**config.mk**
```make
export PLATFORM = sky130hd
export DESIGN_NAME = uart_seq_ctrl
export DESIGN_NICKNAME = d
export VERILOG_FILES = /design/src/rtl/uart_seq_ctrl_pkg.sv /design/src/rtl/uart_seq_ctrl_sync.sv /design/src/rtl/uart_seq_ctrl.sv
export SDC_FILE = /design/constraint.sdc
export NUM_CORES = 1
export LEC_CHECK = 0
export BUFFER_PORTS_ARGS = -buffer_cell sky130_fd_sc_hd__buf_4
export CAP_MARGIN = 5
export CORE_MARGIN = 4
export CORE_UTILIZATION = 45
export DETAILED_ROUTE_END_ITERATION = 8
export GPL_TIMING_DRIVEN = 0
export PLACE_DENSITY_LB_ADDON = 0.2
export SLEW_MARGIN = 20
export SYNTH_ARGS = -nofsm -noshare
export SYNTH_HDL_FRONTEND = slang
export SYNTH_SLANG_ARGS = --single-unit
```
**constraint.sdc**
```tcl
create_clock -name clk -period 5.9 [get_ports clk]
set_input_delay 0.885 -clock clk [delete_from_list [all_inputs] [get_ports clk]]
set_output_delay 0.885 -clock clk [all_outputs]
set_load 0.01 [all_outputs]
```
**src/rtl/uart_seq_ctrl_pkg.sv**
```systemverilog
// Shared definitions for the transceiver operand/result sequencer:
// FSM encodings, register offsets and register bit positions.
package uart_seq_ctrl_pkg;

  typedef enum logic [2:0] {
    ST_IDLE     = 3'd0,
    ST_LATCH    = 3'd1,
    ST_WAIT_RES = 3'd2,
    ST_SEND     = 3'd3,
    ST_GAP      = 3'd4
  } state_t;

  // Word index (offset[3:2]) of each register inside the block
  localparam logic [1:0] REG_CTRL   = 2'd0;
  localparam logic [1:0] REG_STATUS = 2'd1;
  localparam logic [1:0] REG_OPS    = 2'd2;
  localparam logic [1:0] REG_RESULT = 2'd3;

  localparam int CTRL_EN_BIT  = 0;
  localparam int CTRL_IRQ_BIT = 1;

  localparam int ST_PEND_BIT = 3;
  localparam int ST_OVR_BIT  = 4;
  localparam int ST_TMO_BIT  = 5;

  function automatic logic [31:0] status_word(input state_t s, input logic pend,
                                              input logic ovr, input logic tmo);
    return {26'b0, tmo, ovr, pend, s};
  endfunction

endpackage

```
**src/rtl/uart_seq_ctrl_sync.sv**
```systemverilog
// Two-flop synchronizer with rising-edge pulse; W independent bits so the
// same block can serve a bank of switch inputs.
module uart_seq_ctrl_sync #(
  parameter int W = 1
) (
  input  logic         clk,
  input  logic         reset,
  input  logic [W-1:0] din,
  output logic [W-1:0] sync,
  output logic [W-1:0] rise
);

  logic [W-1:0] meta, sync_q, sync_d;

  // Metastability chain plus one delayed copy for edge detection
  always_ff @(posedge clk) begin
    if (reset) begin
      meta   <= '0;
      sync_q <= '0;
      sync_d <= '0;
    end else begin
      meta   <= din;
      sync_q <= meta;
      sync_d <= sync_q;
    end
  end

  assign sync = sync_q;
  assign rise = sync_q & ~sync_d;

endmodule

```
**src/rtl/uart_seq_ctrl.sv**
```systemverilog
// Operand/result sequencer: catches an operand pair from the transceiver,
// interrupts the CPU, takes the result byte over the bus and holds tx_en
// long enough for the slower transceiver clock to see it.
module uart_seq_ctrl
  import uart_seq_ctrl_pkg::*;
#(
  parameter logic [31:0] BASE_ADDR = 32'h40000030,
  parameter int unsigned TX_HOLD   = 16,
  parameter int unsigned TIMEOUT   = 65535
) (
  input  logic        clk,
  input  logic        reset,
  input  logic        rd,
  input  logic        wr,
  input  logic [31:0] addr,
  input  logic [31:0] wdata,
  output logic [31:0] rdata,
  input  logic        rx_ready,
  input  logic [7:0]  rx_a,
  input  logic [7:0]  rx_b,
  output logic [7:0]  result,
  output logic        tx_en,
  output logic        irqout
);

  localparam int CW = (TIMEOUT > 32'hFFFF) ? 32 : 16;
  localparam int HW = $clog2(TX_HOLD + 1);
  localparam logic [CW-1:0] TMO_LAST  = (TIMEOUT == 0) ? '0 : CW'(TIMEOUT - 1);
  localparam logic [HW-1:0] HOLD_LAST = HW'(TX_HOLD - 1);

  state_t        state, state_nxt;
  logic [1:0]    ctrl, ctrl_d;
  logic          pending, pend_d, overrun, ovr_d, timeout, tmo_d;
  logic [7:0]    a_lat, b_lat;
  logic [CW-1:0] tmo_cnt;
  logic [HW-1:0] hold_cnt;
  logic          latch_op, take_res, tmo_hit;
  logic          rx_sync, rx_edge;

  uart_seq_ctrl_sync #(.W(1)) u_sync (
    .clk   (clk),
    .reset (reset),
    .din   (rx_ready),
    .sync  (rx_sync),
    .rise  (rx_edge)
  );

  // Address decode relative to the block base; only word-aligned hits count
  logic [31:0] off;
  logic        in_blk, wr_ctrl, wr_status, wr_result;
  assign off       = addr - BASE_ADDR;
  assign in_blk    = (off[31:4] == '0) && (off[1:0] == 2'b00);
  assign wr_ctrl   = wr && in_blk && (off[3:2] == REG_CTRL);
  assign wr_status = wr && in_blk && (off[3:2] == REG_STATUS);
  assign wr_result = wr && in_blk && (off[3:2] == REG_RESULT);

  logic unused_ok;
  assign unused_ok = ^wdata[31:8];

  // Next state, control strobes and next flag values
  always_comb begin
    state_nxt = state;
    ctrl_d    = wr_ctrl ? wdata[1:0] : ctrl;
    latch_op  = 1'b0;
    take_res  = 1'b0;
    tmo_hit   = 1'b0;
    case (state)
      ST_IDLE:     if (rx_edge && ctrl[CTRL_EN_BIT]) state_nxt = ST_LATCH;
      ST_LATCH: begin
        latch_op  = 1'b1;
        state_nxt = ST_WAIT_RES;
      end
      ST_WAIT_RES: begin
        if (wr_result) begin
          take_res  = 1'b1;
          state_nxt = ST_SEND;
        end else if (TIMEOUT != 0 && tmo_cnt == TMO_LAST) begin
          tmo_hit   = 1'b1;
          state_nxt = ST_IDLE;
        end
      end
      ST_SEND:     if (hold_cnt == HOLD_LAST) state_nxt = ST_GAP;
      ST_GAP:      if (!rx_sync) state_nxt = ST_IDLE;
      default:     state_nxt = ST_IDLE;
    endcase
    // Disabling aborts whatever is in flight; sticky flags survive
    if (wr_ctrl && !wdata[CTRL_EN_BIT]) begin
      state_nxt = ST_IDLE;
      latch_op  = 1'b0;
      take_res  = 1'b0;
      tmo_hit   = 1'b0;
    end
    pend_d = pending;
    if (latch_op) pend_d = 1'b1;
    if (take_res || tmo_hit || (wr_ctrl && !wdata[CTRL_EN_BIT])) pend_d = 1'b0;
    // W1C first so a same-cycle set takes priority
    ovr_d = overrun;
    if (wr_status && wdata[ST_OVR_BIT]) ovr_d = 1'b0;
    if (rx_edge && state != ST_IDLE) ovr_d = 1'b1;
    tmo_d = timeout;
    if (wr_status && wdata[ST_TMO_BIT]) tmo_d = 1'b0;
    if (tmo_hit) tmo_d = 1'b1;
  end

  // State register and all registered outputs
  always_ff @(posedge clk) begin
    if (reset) begin
      state    <= ST_IDLE;
      ctrl     <= '0;
      pending  <= 1'b0;
      overrun  <= 1'b0;
      timeout  <= 1'b0;
      a_lat    <= '0;
      b_lat    <= '0;
      result   <= '0;
      tx_en    <= 1'b0;
      irqout   <= 1'b0;
      tmo_cnt  <= '0;
      hold_cnt <= '0;
    end else begin
      state   <= state_nxt;
      ctrl    <= ctrl_d;
      pending <= pend_d;
      overrun <= ovr_d;
      timeout <= tmo_d;
      if (latch_op) begin
        a_lat <= rx_a;
        b_lat <= rx_b;
      end
      if (take_res) result <= wdata[7:0];
      tx_en  <= (state_nxt == ST_SEND);
      irqout <= pend_d & ctrl_d[CTRL_IRQ_BIT];
      // Counters restart on every entry and saturate rather than wrap
      if (state == ST_WAIT_RES && state_nxt == ST_WAIT_RES)
        tmo_cnt <= (tmo_cnt == '1) ? tmo_cnt : tmo_cnt + 1'b1;
      else
        tmo_cnt <= '0;
      if (state == ST_SEND && state_nxt == ST_SEND)
        hold_cnt <= hold_cnt + 1'b1;
      else
        hold_cnt <= '0;
    end
  end

  // Combinational read mux; RESULT is write-only and reads as zero
  always_comb begin
    rdata = '0;
    if (rd && in_blk) begin
      case (off[3:2])
        REG_CTRL:   rdata = {30'b0, ctrl};
        REG_STATUS: rdata = status_word(state, pending, overrun, timeout);
        REG_OPS:    rdata = {16'b0, a_lat, b_lat};
        default:    rdata = '0;
      endcase
    end
  end

endmodule

```
Word level (Yosys, flattened, before mapping). Cells that the tools add are included.

Register bits after elaboration: 58. Bits in latches: 0. Bits in writable memories: 0. ROM bits: 0. Logic and storage cells: 86. Memories: 0.

Add/sub/neg operators: 3. Multiply operators: 0. Div/mod/pow operators: 0. Magnitude comparators: 0. Equality and inequality tests: 12. Shifts and indexed selects: 0. Multiplexer cells: 25. Bitwise logic cells: 5. Reduce and logical (&&, ||, !) cells: 25.

Operators by type and width (count): 16-bit one-hot mux with 3 select lines (1); 16-bit == test, second input constant (2); 32-bit by 31-bit subtractor with 32-bit output, second input constant (1); 28-bit logical NOT (1); 3-bit 2-to-1 mux (6); 16-bit by 1-bit adder with 16-bit output, second input constant (1); 16-bit 2-to-1 mux (1); 1-bit 2-to-1 mux (15); 3-bit one-hot mux with 5 select lines (1); 1-bit logical AND (13); 3-bit by 2-bit == test with 1-bit output, second input constant (4); 5-bit by 1-bit adder with 5-bit output, second input constant (1); 5-bit by 4-bit == test with 1-bit output, second input constant (1); 2-bit == test, second input constant (2); 2-bit logical NOT (2); 2-bit nonzero test (2); 2-bit OR reduction (2); 3-bit by 1-bit == test with 1-bit output, second input constant (1); 3-bit == test, second input constant (1); 3-bit logical NOT (1); 1-bit inverter (3); 3-bit nonzero test (1); 1-bit AND (2); 2-bit by 1-bit == test with 1-bit output, second input constant (1); other kinds (3) (4).

Longest topological paths before layout. Gate-level depths: netlist of the first run.

Word-level depth: 12. Depth in mapped cells: 9.

Hierarchy. A second synthesis of the first run with hierarchy kept.

Cell total of the unflattened synthesis: 332. Area, all modules: 2919.0 µm².

By module, submodules not included: uart_seq_ctrl (instances 1, cells each 325, area each 2831.5 µm²); uart_seq_ctrl_sync (instances 1, cells each 7, area each 87.6 µm²).

Worst setup path after synthesis of the first run. OpenSTA, ideal clock, no wires.

Path kind: input to output. Start: input addr[6]. End: output rdata[15]. Arrival: 3076 ps. Slack: 1939 ps. Stages on the path: 8. Path buffers: 1. Path through: nor4_1 -> nand4_2 -> or4_1 -> maj3_2 -> nor4b_4 -> and3_1 -> clkbuf_2 -> and2_1.

Cells in the longest elaborated chain, start to end: 5.

RTL lines: start, declared (line uart_seq_ctrl.sv:15) `input logic [31:0] addr,`; 32-bit by 31-bit subtractor with 32-bit output (line uart_seq_ctrl.sv:51) `assign off = addr - BASE_ADDR;`; 28-bit logical NOT (line uart_seq_ctrl.sv:52) `assign in_blk = (off[31:4] == '0) && (off[1:0] == 2'b00);`; 1-bit logical AND (line uart_seq_ctrl.sv:52); 1-bit logical AND (line uart_seq_ctrl.sv:148) `if (rd && in_blk) begin`; 16-bit 2-to-1 mux (line uart_seq_ctrl.sv:148); end, declared (line uart_seq_ctrl.sv:17) `output logic [31:0] rdata,`.

Every way passes these cells.

Worst setup path in the final report of the first run.
Start: input addr[6]. End: output rdata[12].

Same word-level chain as after synthesis.

==> results.toml, run 1 <==
[placement]
dp_hpwl_um = 5780
dp_cells = 538
place.gp.congestion = 0.885
port_buffers = 84

[synthesis]
synth.largest_area_cell = "dfxtp_1"
synth_common_cells = "nor2_1 (65), dfxtp_1 (58), mux2i_1 (28)"
async_flop_share = 0
synth_warnings = 0
yosys.area_share.adder = 0.0229
ys_seq_area_frac = 0.373
yosys-mux-area-fraction = 0.0901
synth_simple_gate_area_share = 0.308
synth-edff-count = 0
yosys.cell_types.count = 56
syn_avg_cell_area_um2 = 8.67
synth_area_mm2 = 0.00311
synth_compound_area_frac = 0.0848
synth_top_family_by_area = "simple AND/OR/NAND/NOR gates"
synth_most_common_cell = "nor2_1"
synth_xor_xnor_area_share = 0.0507
synthFlopType = "dfxtp_1"
synthTopCellsByArea = "dfxtp_1 (37%), mux2i_1 (9.0%), nor2_1 (7.8%)"
synth_top_area_share = 0.373
synth-seq-cells = 58
netlist_instances = 359

[floorplanning]
die_h_um = 91.2
start_util = 0.461
io_pins = 127
coreArea_mm2 = 0.00676
dieArea_mm2 = 0.00831
row_count = 30
die_x_um = 91.2

[power_and_ir_drop]
combPwrFrac = 0.087
power.share.clock = 0.467
power.share.sequential = 0.447
p_leak_nw = 1.66
ir_drop_mv = 0.144
p_sw_uw = 204
switching_share = 0.233
internal_power_uw = 674
powerDensity_mw_per_mm2 = 213
total_power_uw = 878

[route]
drtIter0Drc = 103
drcViolationCount = 0
vias_per_cell = 5.02
wl_per_cell_um = 13.0
drtPass1Iterations = 4
drt_wl_total_um = 7190
vias = 2781
detail-route-antenna-nets = 0

[worst_setup_path]
reg2reg_depth = 8
cp.arrival_ns = 3.61
critPathLaunchType = "input pin"
cp-end-kind = "output pin"
cpLargestDelayFamily = "simple AND/OR/NAND/NOR gates"
path_cells = "buf_4, nor4_1, nand4_2, or4_1, maj3_2, nor4b_4, and3_1, clkbuf_2, and2_2, buf_4"
crit_fanout = 10
worst-path-buf-inv = 3
r2r-end = "a_lat[2]"
required_ns = 5.02
cpMostUsedCell = "buf_4"
r2r_start = "state[0]"
ff2ff_setup_slack_ns = 3.74
slowest_delay_ns = 0.51
crit_slowest_cell = "or4_1"
crit_type = "input pin to output pin"

[hold_path]
min_path_cells = 1
hp-start = "u_sync.meta"
hold_end = "u_sync.sync"
hold_path_class = "register to register"

[sta]
worst_pin_slew_ns = 0.483
setup-violations-final = 0
grt_setup_unrepaired = "no"
skew_ns = 0.0141
slew_viol_final = 0
tns_ns = 0
hold_ws_ns = 0.446
fin_crit_sh = 0.761
timing.max_slew.rel_slack = 0.670
finalHoldViolations = 0
fmax_mhz = 223
fin_crit_ns = 4.49

[run]
cap_violations = 0

[clock_tree]
post_cts_buffers = 0
clock_path_buffers = 2
cts_resized = 0
clk_latency_ns = 0.34
path_clk_slew_ns = 0.07
cts_tree = "yes"
cts.sinks = 58
root_buffer = "clkbuf_8"
hold_buffers = 0
htreeDepth = 3
cts_buffers = 9

[finish]
fin_nets = 558
syn2layout_area_growth_pct = 32.5
n_antenna_cell = 0
finish.utilization = 0.610
filler_cell_count = 635
drive_above_1_share = 0.302
finalNonFillerCells = 554

[grt]
grt.overflow.total = 0
grt_pass1_wl_um = 12200
grt_max_degree = 13
antenna_found_initial = 0
track_usage = 0.178
grt_pass1_vias = 2652

[outcome]
status = "finished, final reports clean"
==> worst reg2reg max path, stage by stage (launching register included) <==
cell and delay, ns:
dfxtp_1 0.30, clkbuf_1 0.26, nor2b_1 0.25, nor2b_1 0.18, o31a_1 0.17, buf_2 0.23
buf_2 0.32, mux2i_1 0.26, nor2_1 0.06
==> worst max path at each step <==
stage             from   endpoint  slack (ns)  depth (start not counted)
2_1_floorplan  addr[6]  rdata[15]        1.94                          8
3_3_place_gp   addr[6]   rdata[6]        1.44                         10
3_5_place_dp   addr[6]  rdata[12]        1.43                         10
4_1_cts        addr[6]  rdata[12]        1.40                         10
5_1_grt        addr[6]  rdata[15]        1.24                         10
6_report       addr[6]  rdata[12]        1.41                         10
==> metal layers <==
layer	GRT usage	routed length, um	share of wire	vias to the layer above
met5	0	0	0	-
met1	0.228	3240	0.45	1238
met2	0.282	3410	0.47	76
li1	-	-	-	1458
met4	0.0691	65	0.0090	0
met3	0.0522	480	0.067	9
==> logic make-up after synthesis <==
kind of cell / after synthesis
flops: 58
compound gates: 37
simple gates: 173
fa+ha+maj: 6
xor+xnor: 18
other cells: 1
mux: 28
buf+inv: 38
==> final cells by class <==
type,instances,area [um^2],area share
Buffer,30,184,0.0446
Clock buffer,9,124,0.0300
Clock inverter,7,101,0.0246
Inverter,8,30.0,0.00728
Multi-Input combinational cell,278,1790,0.435
Sequential cell,58,1160,0.282
Tap cell,80,100,0.0243
Timing Repair Buffer,84,631,0.153
==> registers in the layout, summed over array words and instances, names as in the netlist, 2 cells and up <==
signal,cells
a_lat,8
ctrl,2
hold_cnt,5
result,8
tmo_cnt,16
state,3
b_lat,8
==> cell usage in the layout, fill, tap and decap left out, types with 3 or more instances in the layout <==
cell type and count:
nor4_1 13, nand3_1 11, o21ai_0 8, mux2i_1 28, a211oi_1 3, clkbuf_1 9, and2_2 8, ha_1 4
buf_4 102, xor2_1 10, clkbuf_8 9, a21oi_1 5, a22oi_1 4, nor2_1 65, dfxtp_1 58, and3_1 5
nand2_1 14, nand4_1 8, xnor2_1 8, and4_1 6, nor2b_1 12, and2_1 3, nor3_1 8, conb_1 16
nand2b_1 4, inv_1 8
==> per-stage QoR <==
step / setup WS (ns) / instance area [um^2]
final: 1.41 / 4120
after global routing: 1.24 / 4120
after CTS: 1.40 / 4120
after detailed placement: 1.43 / 3900
after global placement: 1.44 / 3900
after floorplan: 1.94 / 3170
==> power groups by stage <==
stage	Clock (mW)	Sequential, mW	Combinational, mW
3_3_place_gp	0	0.401	0.0742
5_1_grt	0.439	0.392	0.0829
2_1_floorplan	0	0.401	0.0319
6_report	0.410	0.392	0.0761
3_5_place_dp	0	0.401	0.0754
4_1_cts	0.420	0.392	0.0756
(Power assumes the default switching activity.)
==> inputs of run 2 (changes only) <==
--- a/config.mk
+++ b/config.mk
@@ -5,6 +5,7 @@
 export SDC_FILE = /design/constraint.sdc
 export NUM_CORES = 1
 export LEC_CHECK = 0
+export ABC_AREA = 1
 export BUFFER_PORTS_ARGS = -buffer_cell sky130_fd_sc_hd__buf_4
 export CAP_MARGIN = 5
 export CORE_MARGIN = 4
==> constraint.sdc (replaced) <==
create_clock -name clk -period 3.6 [get_ports clk]
set_input_delay 0.54 -clock clk [delete_from_list [all_inputs] [get_ports clk]]
set_output_delay 0.54 -clock clk [all_outputs]
set_load 0.01 [all_outputs]
==> results.toml, run 2 <==
[outcome]
status = "finished, final reports clean"

[synthesis]
ys_seq_area_frac = 0.330
async_flop_share = 0
syn_avg_cell_area_um2 = 6.70
synth_common_cells = "nand2_1 (120), nor2_1 (89), dfxtp_1 (58)"
synth-seq-cells = 58
netlist_instances = 525
synth_area_mm2 = 0.00352
synth_top_area_share = 0.330
synth_most_common_cell = "nand2_1"
synth_warnings = 0
synth-edff-count = 0
synthFlopType = "dfxtp_1"
yosys.cell_types.count = 35
synthTopCellsByArea = "dfxtp_1 (33%), nand2_1 (13%), nor2_1 (9.5%)"
synth.largest_area_cell = "dfxtp_1"

[grt]
grt_pass1_wl_um = 14700
grtUsageMet3 = 0.0426
antenna_found_initial = 0
track_usage = 0.199
grt_pass1_vias = 3418
busiest_layer = "met2"
met2_usage = 0.351
grtUsageMet1 = 0.230
grt.overflow.total = 0
grt_max_degree = 11

[finish]
final_common_cell = "nand2_1"
seqCellArea_mm2 = 0.00116
n_antenna_cell = 0
syn2layout_area_growth_pct = 29.0
fin_nets = 725
finalNonFillerCells = 740
regMostFlops = "tmo_cnt"
filler_cell_count = 725
design_area_mm2 = 0.00454
multiInputGateArea_mm2 = 0.00204
largest_reg_flops = 16
drive_above_1_share = 0.237
final_cell_mix = "nand2_1 (120), buf_4 (102), nor2_1 (89), dfxtp_1 (58), inv_1 (48)"

[route]
vias = 3612
drcViolationCount = 0
drtIter0Drc = 149
vias_per_cell = 4.88
wl_per_cell_um = 12.5
drt_wl_total_um = 9240
detail-route-antenna-nets = 0
drtPass1Iterations = 4

[floorplanning]
io_pins = 127
row_count = 31
coreArea_mm2 = 0.00741
start_util = 0.475
die_x_um = 96.4
die_h_um = 96.4
dieArea_mm2 = 0.00930

[worst_setup_path]
slowest_delay_ns = 0.23
cp-end-kind = "output pin"
required_ns = 3.06
crit_slowest_cell = "clkbuf_2"
cp.arrival_ns = 2.77
ff2ff_setup_slack_ns = 1.42
crit_fanout = 10
r2r_start = "hold_cnt[0]"
critPathLaunchType = "input pin"
worst-path-buf-inv = 3
path_cells = "buf_4, nor2_2, nand2_2, nor2_4, nand4_2, a21boi_1, nand3_1, nor3_1, nand2_1, nor2_2, nand2_1, clkbuf_2, nor2_1, buf_4"
crit_type = "input pin to output pin"
reg2reg_depth = 8
r2r-end = "hold_cnt[2]"
cpLargestDelayFamily = "simple AND/OR/NAND/NOR gates"

[sta]
finalHoldViolations = 0
fmax_mhz = 302
tns_ns = 0
slew_viol_final = 0
grt_setup_unrepaired = "no"
fin_crit_sh = 0.919
skew_ns = 0.00784
worst_pin_slew_ns = 0.918
setup_slack_ns = 0.291
fin_crit_ns = 3.31
setup-violations-final = 0
timing.max_slew.rel_slack = 0.384

[clock_tree]
root_buffer = "clkbuf_8"
cts_tree = "yes"
post_cts_buffers = 0
clock_path_buffers = 2
cts_resized = 0
cts_buffers = 9
htreeDepth = 3
hold_buffers = 0
cts.sinks = 58
path_clk_slew_ns = 0.06
clk_latency_ns = 0.33

[placement]
port_buffers = 85
dp_hpwl_um = 7210
placed_area_mm2 = 0.00434
place_ws_ns = 0.248
place.gp.congestion = 0.948
dp_cells = 724

[power_and_ir_drop]
powerDensity_mw_per_mm2 = 304
total_power_mw = 1.38
ir_drop_mv = 0.314
p_leak_nw = 1.95

[hold_path]
hold_path_class = "register to register"
hp-start = "u_sync.meta"
min_path_cells = 2
hold_end = "u_sync.sync"

[run]
cap_violations = 0
-- run 2: changes by cell type after synthesis, sizes merged, moves of 5 or more --
cell    before  now
inv          8   48
and2        11    0
and4         7    0
nor2        65  100
clkbuf      10    5
nand3       11   44
nand4        9   15
nor4        15    4
a21oi        5   28
nand2       14  124
mux2i       28    0
nor3         8   25
nor2b       12    0
o21ai        8   14
-- run 2: where the power goes --
group	internal (mW)	leakage, nW	switching (mW)
sequential	0.643	0.467	0.000652
clock	0.343	0.106	0.244
combinational	0.0708	1.38	0.0763
total	1.06	1.95	0.321
-- run 2: worst register-to-register path: stages (launching register included) --
cell	delay [ns]
dfxtp_1	0.33
ha_1	0.23
and3_1	0.19
ha_1	0.20
nor4_1	0.37
nor2_1	0.14
a21oi_1	0.22
nand4_1	0.26
nor2_1	0.17
-- run 2: logic make-up after synthesis --
family,after synthesis,share of synthesized area
adder cells (fa/ha/maj),4,0.0142
AO/OA/AOI/OAI,49,0.0743
buffers and inverters,76,0.106
other,1,0.00107
XOR/XNOR,17,0.0423
flip-flops,58,0.330
AND/OR/NAND/NOR,320,0.432
-- run 2: layer usage --
layer / share of wire / vias up
met2: 0.49 / 100
met4: 0.022 / 0
li1: - / 1893
met5: 0 / -
met1: 0.43 / 1601
met3: 0.059 / 18
-- run 2: layout make-up --
class	count	share of cell area
Multi-Input combinational cell	406	0.450
Sequential cell	58	0.256
Timing Repair Buffer	85	0.141
Clock buffer	15	0.0433
Buffer	28	0.0427
Inverter	48	0.0397
Tap cell	99	0.0273
Clock inverter	1	0.00110
-- run 2: worst max path at each step --
stage / cells past startpoint / end / slack [ns] / startpoint
after floorplan: 12 / rdata[10] / 0.85 / addr[6]
after global placement: 14 / rdata[7] / 0.26 / addr[6]
after detailed placement: 14 / rdata[14] / 0.25 / addr[6]
after CTS: 14 / rdata[14] / 0.23 / addr[6]
after global routing: 14 / rdata[9] / 0.02 / addr[6]
final: 14 / rdata[14] / 0.29 / addr[6]
-- run 2: stage by stage --
stage,utilization,hold slack [ns]
2_1_floorplan,-,0.388
3_3_place_gp,0.585,0.390
3_5_place_dp,0.585,0.397
4_1_cts,0.613,0.401
5_1_grt,0.613,0.415
6_report,0.613,0.404
==> inputs of run 3 (changes only) <==
--- a/config.mk
+++ b/config.mk
@@ -10,6 +10,7 @@
 export CAP_MARGIN = 5
 export CORE_MARGIN = 4
 export CORE_UTILIZATION = 45
+export CTS_BUF_LIST = sky130_fd_sc_hd__clkbuf_4 sky130_fd_sc_hd__clkbuf_8 sky130_fd_sc_hd__clkbuf_16
 export DETAILED_ROUTE_END_ITERATION = 8
 export GPL_TIMING_DRIVEN = 0
 export PLACE_DENSITY_LB_ADDON = 0.2
==> results.toml, run 3 (synthesis results as in run 2) <==
[sta]
skew_ns = 0.00664
tns_ns = 0
slew_viol_final = 0
fin_crit_sh = 0.921
finalHoldViolations = 0
timing.max_slew.rel_slack = 0.383
setup-violations-final = 0
fmax_mhz = 302
grt_setup_unrepaired = "no"
fin_crit_ns = 3.32
worst_pin_slew_ns = 0.920

[grt]
grt_pass1_wl_um = 14700
grt_pass1_vias = 3418
grt_max_degree = 11
grt.overflow.total = 0
track_usage = 0.199
antenna_found_initial = 0

[finish]
n_antenna_cell = 0
seqCellArea_mm2 = 0.00116
drive_above_1_share = 0.239
fin_nets = 725
regMostFlops = "tmo_cnt"
final_cell_mix = "nand2_1 (120), buf_4 (102), nor2_1 (89), dfxtp_1 (58), inv_1 (48)"
largest_reg_flops = 16
multiInputGateArea_mm2 = 0.00204
syn2layout_area_growth_pct = 29.1
filler_cell_count = 723
finalNonFillerCells = 740
final_common_cell = "nand2_1"

[power_and_ir_drop]
powerDensity_mw_per_mm2 = 305
p_leak_nw = 1.95
ir_drop_mv = 0.314

[floorplanning]
dieArea_mm2 = 0.00930
coreArea_mm2 = 0.00741
start_util = 0.475
die_x_um = 96.4
row_count = 31
io_pins = 127
die_h_um = 96.4

[route]
drt_wl_total_um = 9240
drcViolationCount = 0
detail-route-antenna-nets = 0
vias = 3608
vias_per_cell = 4.88
wl_per_cell_um = 12.5
drtIter0Drc = 149
drtPass1Iterations = 4

[hold_path]
hold_path_class = "register to register"

[worst_setup_path]
required_ns = 3.06
crit_type = "input pin to output pin"
crit_fanout = 10
crit_slowest_cell = "clkbuf_2"
path_cells = "buf_4, nor2_2, nand2_2, nor2_4, nand4_2, a21boi_1, nand3_1, nor3_1, nand2_1, nor2_2, nand2_1, clkbuf_2, nor2_1, buf_4"
cp-end-kind = "output pin"
slowest_delay_ns = 0.23
critPathLaunchType = "input pin"
cp.arrival_ns = 2.78

[clock_tree]
htreeDepth = 3
path_clk_slew_ns = 0.06
hold_buffers = 0
cts_buffers = 9
cts.sinks = 58
root_buffer = "clkbuf_8"
clk_latency_ns = 0.33
clock_path_buffers = 2
cts_tree = "yes"

[placement]
port_buffers = 85
dp_hpwl_um = 7210
place.gp.congestion = 0.948
dp_cells = 724

[outcome]
status = "finished, final reports clean"

[run]
cap_violations = 0
run 3: cell counts in the layout (fill, tap and decap cells not counted):
No cell type changed its count.
run 3: layout make-up:
| class | count | share of cell area |
|---|---|---|
| well taps | 99 | 0.0273 |
| clock inverters | 1 | 0.00110 |
| clock buffers | 15 | 0.0441 |
| flip-flops and latches | 58 | 0.256 |
| repair buffers | 85 | 0.140 |
| inverters | 48 | 0.0397 |
| plain buffers | 28 | 0.0427 |
| multi-input cells | 406 | 0.449 |
run 3: what timing repair did:
action | in CTS | in global routing
gates resized for setup | 0 | 2
setup buffers | 0 | 0
hold endpoints to repair | 0 | 0
endpoints found under the setup margin | 0 | 6
run 3: final timing paths:
| check | startpoint | endpoint | slack [ns] | cells past startpoint |
|---|---|---|---|---|
| worst max-delay path | addr[6] | rdata[14] | 0.28 | 14 |
| worst min-delay path | u_sync.meta | u_sync.sync | 0.40 | 2 |
| worst max register to register | hold_cnt[0] | hold_cnt[2] | 1.42 | 8 |
| worst min register to register | u_sync.meta | u_sync.sync | 0.40 | 2 |
run 3: metrics by stage:
step / instance area, um^2 / total power [mW] / hold slack, ns / utilization / setup slack, ns
after global routing: 4540 / 1.44 / 0.415 / 0.613 / 0.0244
after floorplan: 3570 / 0.727 / 0.388 / - / 0.855
final: 4540 / 1.39 / 0.402 / 0.613 / 0.284
after detailed placement: 4340 / 0.803 / 0.397 / 0.585 / 0.248
after global placement: 4340 / 0.801 / 0.390 / 0.585 / 0.262
after CTS: 4540 / 1.39 / 0.401 / 0.613 / 0.231
run 3: metal layers:
metal | part of all wire | vias up | track usage
met2 | 0.49 | 96 | 0.351
met3 | 0.059 | 20 | 0.0426
li1 | - | 1894 | -
met4 | 0.023 | 0 | 0.0876
met1 | 0.42 | 1598 | 0.230
met5 | 0 | - | 0
run 3: critical path: cells and delay by family:
family,cells,cell delay [ns]
and+or+nand+nor,10,1.56
AOI/OAI and AO/OA,1,0.18
buffers and inverters,3,0.49
run 3: where the power goes:
part	internal, mW	leakage [nW]	switching (mW)
Clock	0.351	0.109	0.244
Combinational	0.0709	1.38	0.0763
Sequential	0.643	0.467	0.000640
Total	1.06	1.95	0.320
